## src/rtl/cont_mod_n.sv

```systemverilog
// cont_mod_n: modulo-MOD up/down counter advanced by a divided-clock tick,
// with synchronous clamped load, cascade carry (tc) and an active-low
// seven-segment decode of the low nibble of the count.
module cont_mod_n #(
  parameter int WIDTH = 4,
  parameter int MOD   = 10,
  parameter int DIV   = 50000000
) (
  input  logic             clk,
  input  logic             key,
  input  logic             en,
  input  logic             up,
  input  logic             load,
  input  logic [WIDTH-1:0] d,
  output logic             tick,
  output logic [WIDTH-1:0] q,
  output logic             tc,
  output logic [0:6]       s
);

  localparam int               DIV_W    = (DIV > 1) ? $clog2(DIV) : 1;
  localparam logic [DIV_W-1:0] DIV_LAST = DIV_W'(DIV - 1);
  localparam logic [WIDTH-1:0] Q_LAST   = WIDTH'(MOD - 1);
  // One extra bit so that MOD == 2**WIDTH is still representable.
  localparam logic [WIDTH:0]   MOD_EXT  = (WIDTH + 1)'(MOD);

  logic [DIV_W-1:0] div_cnt;
  logic             div_last;
  logic [WIDTH-1:0] d_clamped;
  logic             terminal;
  logic [WIDTH-1:0] q_next;
  logic [3:0]       nib;

  assign div_last = (div_cnt == DIV_LAST);

  // Free-running divider; tick is registered one cycle after DIV-1 is reached.
  // With DIV == 1 the divider sits at 0 and tick stays high after reset.
  always_ff @(posedge clk or negedge key) begin
    if (!key) begin
      div_cnt <= '0;
      tick    <= 1'b0;
    end else begin
      tick    <= div_last;
      div_cnt <= div_last ? '0 : div_cnt + 1'b1;
    end
  end

  // Load clamp, terminal detect and next-count selection (load wins over count).
  always_comb begin
    d_clamped = ({1'b0, d} >= MOD_EXT) ? Q_LAST : d;
    terminal  = up ? (q == Q_LAST) : (q == '0);
    q_next    = q;
    if (load) begin
      q_next = d_clamped;
    end else if (tick && en) begin
      if (up) begin
        q_next = (q == Q_LAST) ? '0 : q + 1'b1;
      end else begin
        q_next = (q == '0) ? Q_LAST : q - 1'b1;
      end
    end
  end

  // Count register.
  always_ff @(posedge clk or negedge key) begin
    if (!key) begin
      q <= '0;
    end else begin
      q <= q_next;
    end
  end

  // Carry is coincident with the wrap edge so a cascaded stage can use en = tc.
  assign tc = tick & en & ~load & terminal;

  // Narrow counters are zero-extended to a full nibble before decoding.
  if (WIDTH >= 4) begin : g_nib
    assign nib = q[3:0];
  end else begin : g_nib_ext
    assign nib = {{(4 - WIDTH){1'b0}}, q};
  end

  // Hex to active-low segments; literal bit order is a,b,c,d,e,f,g.
  always_comb begin
    s = 7'b1111111;
    case (nib)
      4'h0: s = 7'b0000001;
      4'h1: s = 7'b1001111;
      4'h2: s = 7'b0010010;
      4'h3: s = 7'b0000110;
      4'h4: s = 7'b1001100;
      4'h5: s = 7'b0100100;
      4'h6: s = 7'b0100000;
      4'h7: s = 7'b0001111;
      4'h8: s = 7'b0000000;
      4'h9: s = 7'b0000100;
      4'hA: s = 7'b0001000;
      4'hB: s = 7'b1100000;
      4'hC: s = 7'b0110001;
      4'hD: s = 7'b1000010;
      4'hE: s = 7'b0110000;
      4'hF: s = 7'b0111000;
      default: s = 7'b1111111;
    endcase
  end

endmodule

```

## config.mk

```make
export PLATFORM = sky130hd
export DESIGN_NAME = cont_mod_n
export DESIGN_NICKNAME = d
export VERILOG_FILES = /design/src/rtl/cont_mod_n.sv
export SDC_FILE = /design/constraint.sdc
export NUM_CORES = 1
export LEC_CHECK = 0
export CORE_MARGIN = 2
export CORE_UTILIZATION = 25
export DETAILED_ROUTE_END_ITERATION = 12
export HOLD_SLACK_MARGIN = 0.03
export PLACE_DENSITY_LB_ADDON = 0.12
export SYNTH_ARGS = -nofsm -noshare
export SYNTH_HDL_FRONTEND = slang
export SYNTH_SLANG_ARGS = --single-unit
```

## constraint.sdc

```tcl
create_clock -name clk -period 2.65 [get_ports clk]
set_input_delay 0.6625 -clock clk [delete_from_list [all_inputs] [get_ports clk]]
set_output_delay 0.6625 -clock clk [all_outputs]
set_load 0.01 [all_outputs]
```

==> impl_results.md, run 1 <==
- DR pass1 iterations: 4
- Antenna violations before repair: 0
- PwrDens: 431 nW/um^2
- Cells after Synth: 219
- Reg2Reg Capture Point: div_cnt[24]
- DP Worst Slack: -0.163 ns
- Hold Crit Depth: 1
- Post-synth EDFFs: 0
- Iter 0 DRT Violations: 71
- Status: complete, no violations
- Non-Filler Cell Area, Final: 2580 um^2
- Clk_lat worst skew: 0.28 ns
- Critical setup path kind: primary input to output port
- DRC: 0
- Detailed Place HPWL: 3770 um
- Worst Min Path Start: div_cnt[18]
- Primary FF master, synth: dfrtp_1
- Max IR drop VDD: 0.188 mV
- Total Wirelength: 5200 um
- Origin of the critical flop-to-flop path: div_cnt[0]
- Ys Warns: 0
- Post-route insts no fill: 362
- Via count: 1772
- Post-synth cell types: 53
- Post-layout nets: 276
- Initial Utilization: 25.9%
- Grt ovf: 0
- Peak Freq: 0.395 GHz
- Hold Slack: 0.485 ns
- Cts hold-fix bufs: 0
- Chain of cells forming the critical path: clkdlybuf4s50_1 -> and3_1 -> a31oi_1 -> nor4_1 -> dlygate4sd2_1
- PnR worst setup slack: 0.117 ns
- DIE WIDTH: 93.8 um
- Final GP Congestion: 0.811
- Synth Cell Area: 2010 um^2
- WP buf/inv: 2
- Data arrival, critical path: 1.87 ns
- Ys async rst share: 100%
- Util after Layout: 33.3%
- Synth-to-Final Area Change: 28.3%
- Cell Area, Placed: 2460 um^2
- Die H: 93.8 um
- Final min period: 2.53 ns
- Htree depth: 2
- Hold Crit Class: flip-flop to flip-flop
- Clock Pin Slew Worst Setup and Hold Paths: 0.06 ns
- Setup violators final: 0
- Worst r2r path cells: 5
- Layout cells sized above 1: 15.8%
- DP Cell Count: 353
- Slew @ Worst Pin: 0.445 ns
- Worst EP required: 1.99 ns
- Power, Total: 1.11 mW
- Vias in the first global route: 1721
- Synth area leaders: dfrtp_1, ha_1, xnor2_1, nor2_1, a21oi_1
- WL/cell: 14.4 um
- Unrepaired setup endpoints after global routing: no
- Clk root buf: clkbuf_8
- Top cell type's share of synthesized area: 38.5%
- Max Root-Sink Buffers: 2
- R2R Setup Slk: 0.70 ns
- Leak: 1.14 nW
- Worst Path Max Fanout: 3
- Final Skew: 0.00781 ns
- Synthesized Nets: 236
- Final ANT Viol Nets: 0
- Die area: 8790 um^2
- Max-slew violation count: 0
- Via density: 4.90
- Total track usage: 12.7%
- Port buffer count: 21
- Core footprint: 7770 um^2
- Global-route wire length before repair: 8770 um
- Ant diodes: 0
- Max-Slew Margin vs Limit: 70.1%
- Max Cap Viol: 0
- CTS Sinks: 31
- Sum Neg Setup Slack: 0 ns
- Avg Synthesized Cell Area: 9.20 um^2
- IO Pins: 22
- TritonCTS Buffers: 5
- Cell taking the most area after synthesis: dfrtp_1
- Worst Setup End Kind: output port
- Row cnt: 32
- Hold worst-path end: div_cnt[18]
- Max incr delay on CP: 0.50 ns
- Hold Fails Final Rpt: 0
- Kind of cell adding the most delay to the critical path: buffers and inverters
- Largest net degree at the start of global routing: 32
- Synthesis-stage register bit count: 31
- Highest-delay cell along the critical path: clkdlybuf4s50_1
- Sequential share of the synthesized area: 38.5%
- CTS tree: built
- Final period utilization: 95.6%
- Crit start category: primary input
-- worst register-to-register path, stage by stage, from the launching register on --
cell and delay (ns):
dfrtp_1 0.43, ha_1 0.21, nand3_1 0.16, nor4_1 0.48, or3b_1 0.42, xnor2_1 0.14
-- metal layers --
layer,vias up,GRT usage [%],routed length [um]
met2,36,19.3,2330
li1,877,-,-
met5,-,0,0
met4,0,3.74,56
met3,7,2.49,234
met1,852,18.1,2580
-- cell type report --
type	count	area [um^2]
Fill cell	841	5180
Multi-Input combinational cell	168	1170
Clock buffer	8	100
Sequential cell	31	777
Inverter	12	45.0
Tap cell	102	128
Timing Repair Buffer	41	368
-- registers in the layout, summed over array words and instances (netlist names) --
register  count
tick          1
div_cnt      26
q             4
-- cells in the mapped netlist (5+ instances only) --
master and count:
a21oi_1 12, ha_1 8, xnor2_1 11, nor2_1 22, dfrtp_1 31, nand2_1 13, and3_1 8, a31oi_1 5
o21ai_0 12, and2_1 5, inv_1 11, nand3_1 9, clkbuf_1 5
-- kinds of logic (layout without fill, tap and decap cells) --
group	count (synthesis)	count (layout)	synth area share, %
compound gates	51	51	16.5
buf+inv	20	61	3.79
flops	31	31	38.5
mux	3	3	2.11
simple gates	92	92	28.1
xor+xnor	14	14	6.09
fa+ha+maj	8	8	4.97
-- worst max-delay path by stage --
stage / start / to / slack, ns / cells after the start
after detailed placement: up / tc / -0.16 / 5
after global routing: q[2] / s[4] / 0.04 / 3
after floorplan: q[0] / s[3] / 0.39 / 5
after global placement: up / tc / -0.14 / 5
after CTS: q[0] / s[0] / 0.008 / 6
final: up / tc / 0.12 / 5
-- cell usage in the layout (no fill, tap or decap), types with 3 or more instances in the layout --
master           synthesis  routed
dfrtp_1                 31      30
nor2_1                  22      21
buf_4                    0      20
clkdlybuf4s50_1          0      15
nand2_1                 13      13
a21oi_1                 12      12
o21ai_0                 12      12
inv_1                   11      11
xnor2_1                 11      11
nand3_1                  9       9
and3_1                   8       8
ha_1                     8       7
clkbuf_8                 0       7
and2_1                   5       5
a31oi_1                  5       5
nand4_1                  4       4
nand3b_1                 4       4
dlymetal6s2s_1           0       4
and4_1                   3       3
nor4_1                   3       3
or3_1                    3       3
o31ai_1                  3       3
xor2_1                   3       3
-- what timing repair did --
action                                  CTS  global route
setup buffers                             1             0
endpoints found under the setup margin    8             6
gates resized for setup                   3             6
-- power breakdown --
part           internal [mW]  total, mW  switching, mW
Combinational          0.107      0.213          0.106
Sequential             0.479      0.485        0.00622
Clock                  0.237      0.415          0.178
Note: power is estimated with default switching activity, not from simulation.
==> inputs of run 2 (changes only) <==
--- a/config.mk
+++ b/config.mk
@@ -8,6 +8,7 @@
 export CORE_MARGIN = 2
 export CORE_UTILIZATION = 25
 export DETAILED_ROUTE_END_ITERATION = 12
+export GPL_ROUTABILITY_DRIVEN = 0
 export HOLD_SLACK_MARGIN = 0.03
 export PLACE_DENSITY_LB_ADDON = 0.12
 export SYNTH_ARGS = -nofsm -noshare
==> results of run 2 <==
Final layout, timing and power as in run 1 (identical DEF).
==> inputs of run 3 (changes only) <==
--- a/config.mk
+++ b/config.mk
@@ -5,6 +5,7 @@
 export SDC_FILE = /design/constraint.sdc
 export NUM_CORES = 1
 export LEC_CHECK = 0
+export ABC_AREA = 1
 export CORE_MARGIN = 2
 export CORE_UTILIZATION = 25
 export DETAILED_ROUTE_END_ITERATION = 12
==> run 3 against run 2 <==
  * Critical path depth up 2
  * Final cell count up 30%
  * Sequential share of layout area down 1.5 points
  * Global-route usage up 0.059 points
  * Area after synthesis up 12%
  * First-iteration DRC count up 2.8%
  * Die area up 11%
  * Flip-flop and latch count unchanged
  * Clock-buffer cell count down 2
  * Worst hold slack better by 0.066 ns
  * Combinational power about the same
  * Clock power down 8.0%
==> impl_results.md, run 3 <==
- Leak: 1.34 nW
- Vias in the first global route: 2001
- Critical setup path kind: flip-flop to output port
- Iter 0 DRT Violations: 73
- Clk pwr share: 35.2%
- Die H: 98.8 um
- Kind of cell adding the most delay to the critical path: buffers and inverters
- Worst r2r path cells: 6
- DIE WIDTH: 98.8 um
- Most frequent cells after synthesis: nand2_1, nor2_1, inv_1
- Hold Fails Final Rpt: 0
- Via count: 2066
- Unrepaired setup endpoints after global routing: yes
- DRC: 0
- Top-count cell post-synth: nand2_1
- Worst Path Max Fanout: 4
- Commonest non-fill, non-tap cell in the layout: nand2_1
- Via density: 4.38
- Largest register FFs: 26
- Max incr delay on CP: 0.47 ns
- Data arrival, critical path: 1.96 ns
- Total Wirelength: 5780 um
- Clk root buf: clkbuf_8
- TritonCTS Buffers: 5
- Post-synth cell types: 30
- Avg Synthesized Cell Area: 6.77 um^2
- Synthesis-stage register bit count: 31
- Core footprint: 8720 um^2
- Setup violators final: 0
- Internal Power: 0.780 mW
- DR pass1 iterations: 4
- Most frequent cells in the layout: nand2_1, nor2_1, inv_1, dfrtp_1, nand3_1
- Hold Slack: 0.551 ns
- Final period utilization: 98.9%
- Most flops, register: div_cnt
- Grt ovf: 0
- Highest-delay cell along the critical path: clkdlybuf4s50_1
- Final min period: 2.62 ns
- Combinational share of power: 19.9%
- Clk_lat worst skew: 0.29 ns
- Die area: 9760 um^2
- Final Skew: 0.00696 ns
- Port buffer count: 21
- CTS tree: built
- Synth-to-Final Area Change: 21.0%
- Ys Warns: 0
- Hold Crit Class: flip-flop to flip-flop
- Peak Freq: 0.381 GHz
- Detailed Place HPWL: 4510 um
- Reg area: 776 um^2
- Cts hold-fix bufs: 0
- WP buf/inv: 3
- WL/cell: 12.2 um
- Max IR drop VDD: 0.114 mV
- Primary FF master, synth: dfrtp_1
- Total track usage: 12.7%
- Chain of cells forming the critical path: buf_4 -> ha_1 -> nor2_1 -> inv_1 -> o211ai_1 -> nand2_1 -> clkdlybuf4s50_1
- Row cnt: 34
- Worst EP required: 1.99 ns
- Synthesized Nets: 349
- Antenna violations before repair: 0
- Max-Slew Margin vs Limit: 66.2%
- Largest net degree at the start of global routing: 32
- Post-layout nets: 381
- P_sw: 0.305 mW
- PwrDens: 399 nW/um^2
- Cell taking the most area after synthesis: dfrtp_1
- Instance count on the critical path: 7
- Postcts setup bufs: 0
- Ant diodes: 0
- Initial Utilization: 25.8%
- # fillers: 973
- Synth Cell Area: 2250 um^2
- Final ANT Viol Nets: 0
- Max-slew violation count: 0
- CTS Sinks: 31
- Post-synth EDFFs: 0
- Ys async rst share: 100%
- IO Pins: 22
- Layout cells sized above 1: 11.8%
- Switching share of power: 28.1%
- Crit start category: flip-flop
- Cells after Synth: 332
- Sequential share of the synthesized area: 34.5%
- Top cell type's share of synthesized area: 34.5%
- Max Root-Sink Buffers: 2
- Global-route wire length before repair: 9880 um
- Multi-input gate area: 1290 um^2
- Worst Setup End Kind: output port
- Max Cap Viol: 0
- Slew @ Worst Pin: 0.502 ns
- Util after Layout: 31.2%
- Reg power frac: 44.9%
- Clock Pin Slew Worst Setup and Hold Paths: 0.07 ns
- Synth area leaders: dfrtp_1, nand2_1, nor2_1, inv_1, nand3_1
- Largest registers: div_cnt: 26 flops, q: 4 flops, tick: 1 flops
- Status: complete, no violations
- Hold Crit Depth: 3
- Htree depth: 2
==> run 3: cell types whose count changed after synthesis, sizes merged, moves of 6 or more <==
cell	delta
nor2	+53
nand2	+89
xnor2	-6
inv	+31
nand3	+13
and3	-9
a21oi	-10
==> run 3: area by class of cell <==
type	instances	share of cell area, %
Clock buffer	6	3.04
Clock inverter	1	0.184
Multi-Input combinational cell	255	47.3
Timing Repair Buffer	29	10.2
Inverter	42	5.80
Tap cell	108	4.97
Sequential cell	31	28.5
==> run 3: metal layers <==
layer  routed length (um)  global-route usage, %
met1                 2990                   17.8
met2                 2530                   19.3
met3                  190                   3.26
met4                   67                   4.00
met5                    0                      0
==> run 3: tightest hold or removal path: stages, from the launching register on <==
cell	delay [ns]
dfrtp_1	0.35
nand3_1	0.08
nand2_1	0.06
nor2_1	0.03
==> run 3: cell families (layout without fill, tap and decap cells) <==
group / after synthesis / count (layout) / share of synthesized area, %
and+or+nand+nor: 214 / 214 / 42.3
adders and majority gates: 8 / 8 / 4.45
buffers and inverters: 46 / 78 / 8.57
AOI/OAI and AO/OA: 20 / 20 / 5.12
DFF: 31 / 31 / 34.5
xor gates and xnor gates: 13 / 13 / 5.07
==> run 3: repair_timing <==
item	4_1_cts	5_1_grt
resized for setup	6	4
cloned	0	0
setup endpoints to repair	3	5
==> run 3: through the flow <==
stage	cell area, um^2	setup TNS, ns	std cells	power [mW]	setup slack [ns]
after floorplan	2250	0	332	0.603	0.688
after global placement	2620	-0.193	465	0.720	-0.193
after detailed placement	2620	-0.225	465	0.718	-0.225
after CTS	2710	0	472	1.12	0.0109
after global routing	2720	-0.0733	472	1.15	-0.0733
final	2720	0	472	1.09	0.0284
==> run 3: worst paths after layout <==
kind / end / slack, ns / start
max: s[3] / 0.03 / q[0]
min: div_cnt[25] / 0.55 / div_cnt[25]
max reg2reg: div_cnt[25] / 1.03 / div_cnt[0]
min reg2reg: div_cnt[25] / 0.55 / div_cnt[25]
max in group asynchronous: q[0] / 1.58 / key
min in group asynchronous: div_cnt[20] / 0.76 / key
==> run 3: power by group through the flow <==
| stage | sequential (mW) | clock, mW | combinational (mW) |
|---|---|---|---|
| floorplan | 0.497 | 0 | 0.106 |
| global placement | 0.496 | 0 | 0.224 |
| detailed placement | 0.496 | 0 | 0.222 |
| CTS | 0.487 | 0.408 | 0.223 |
| global route | 0.487 | 0.423 | 0.242 |
| finish | 0.487 | 0.382 | 0.216 |
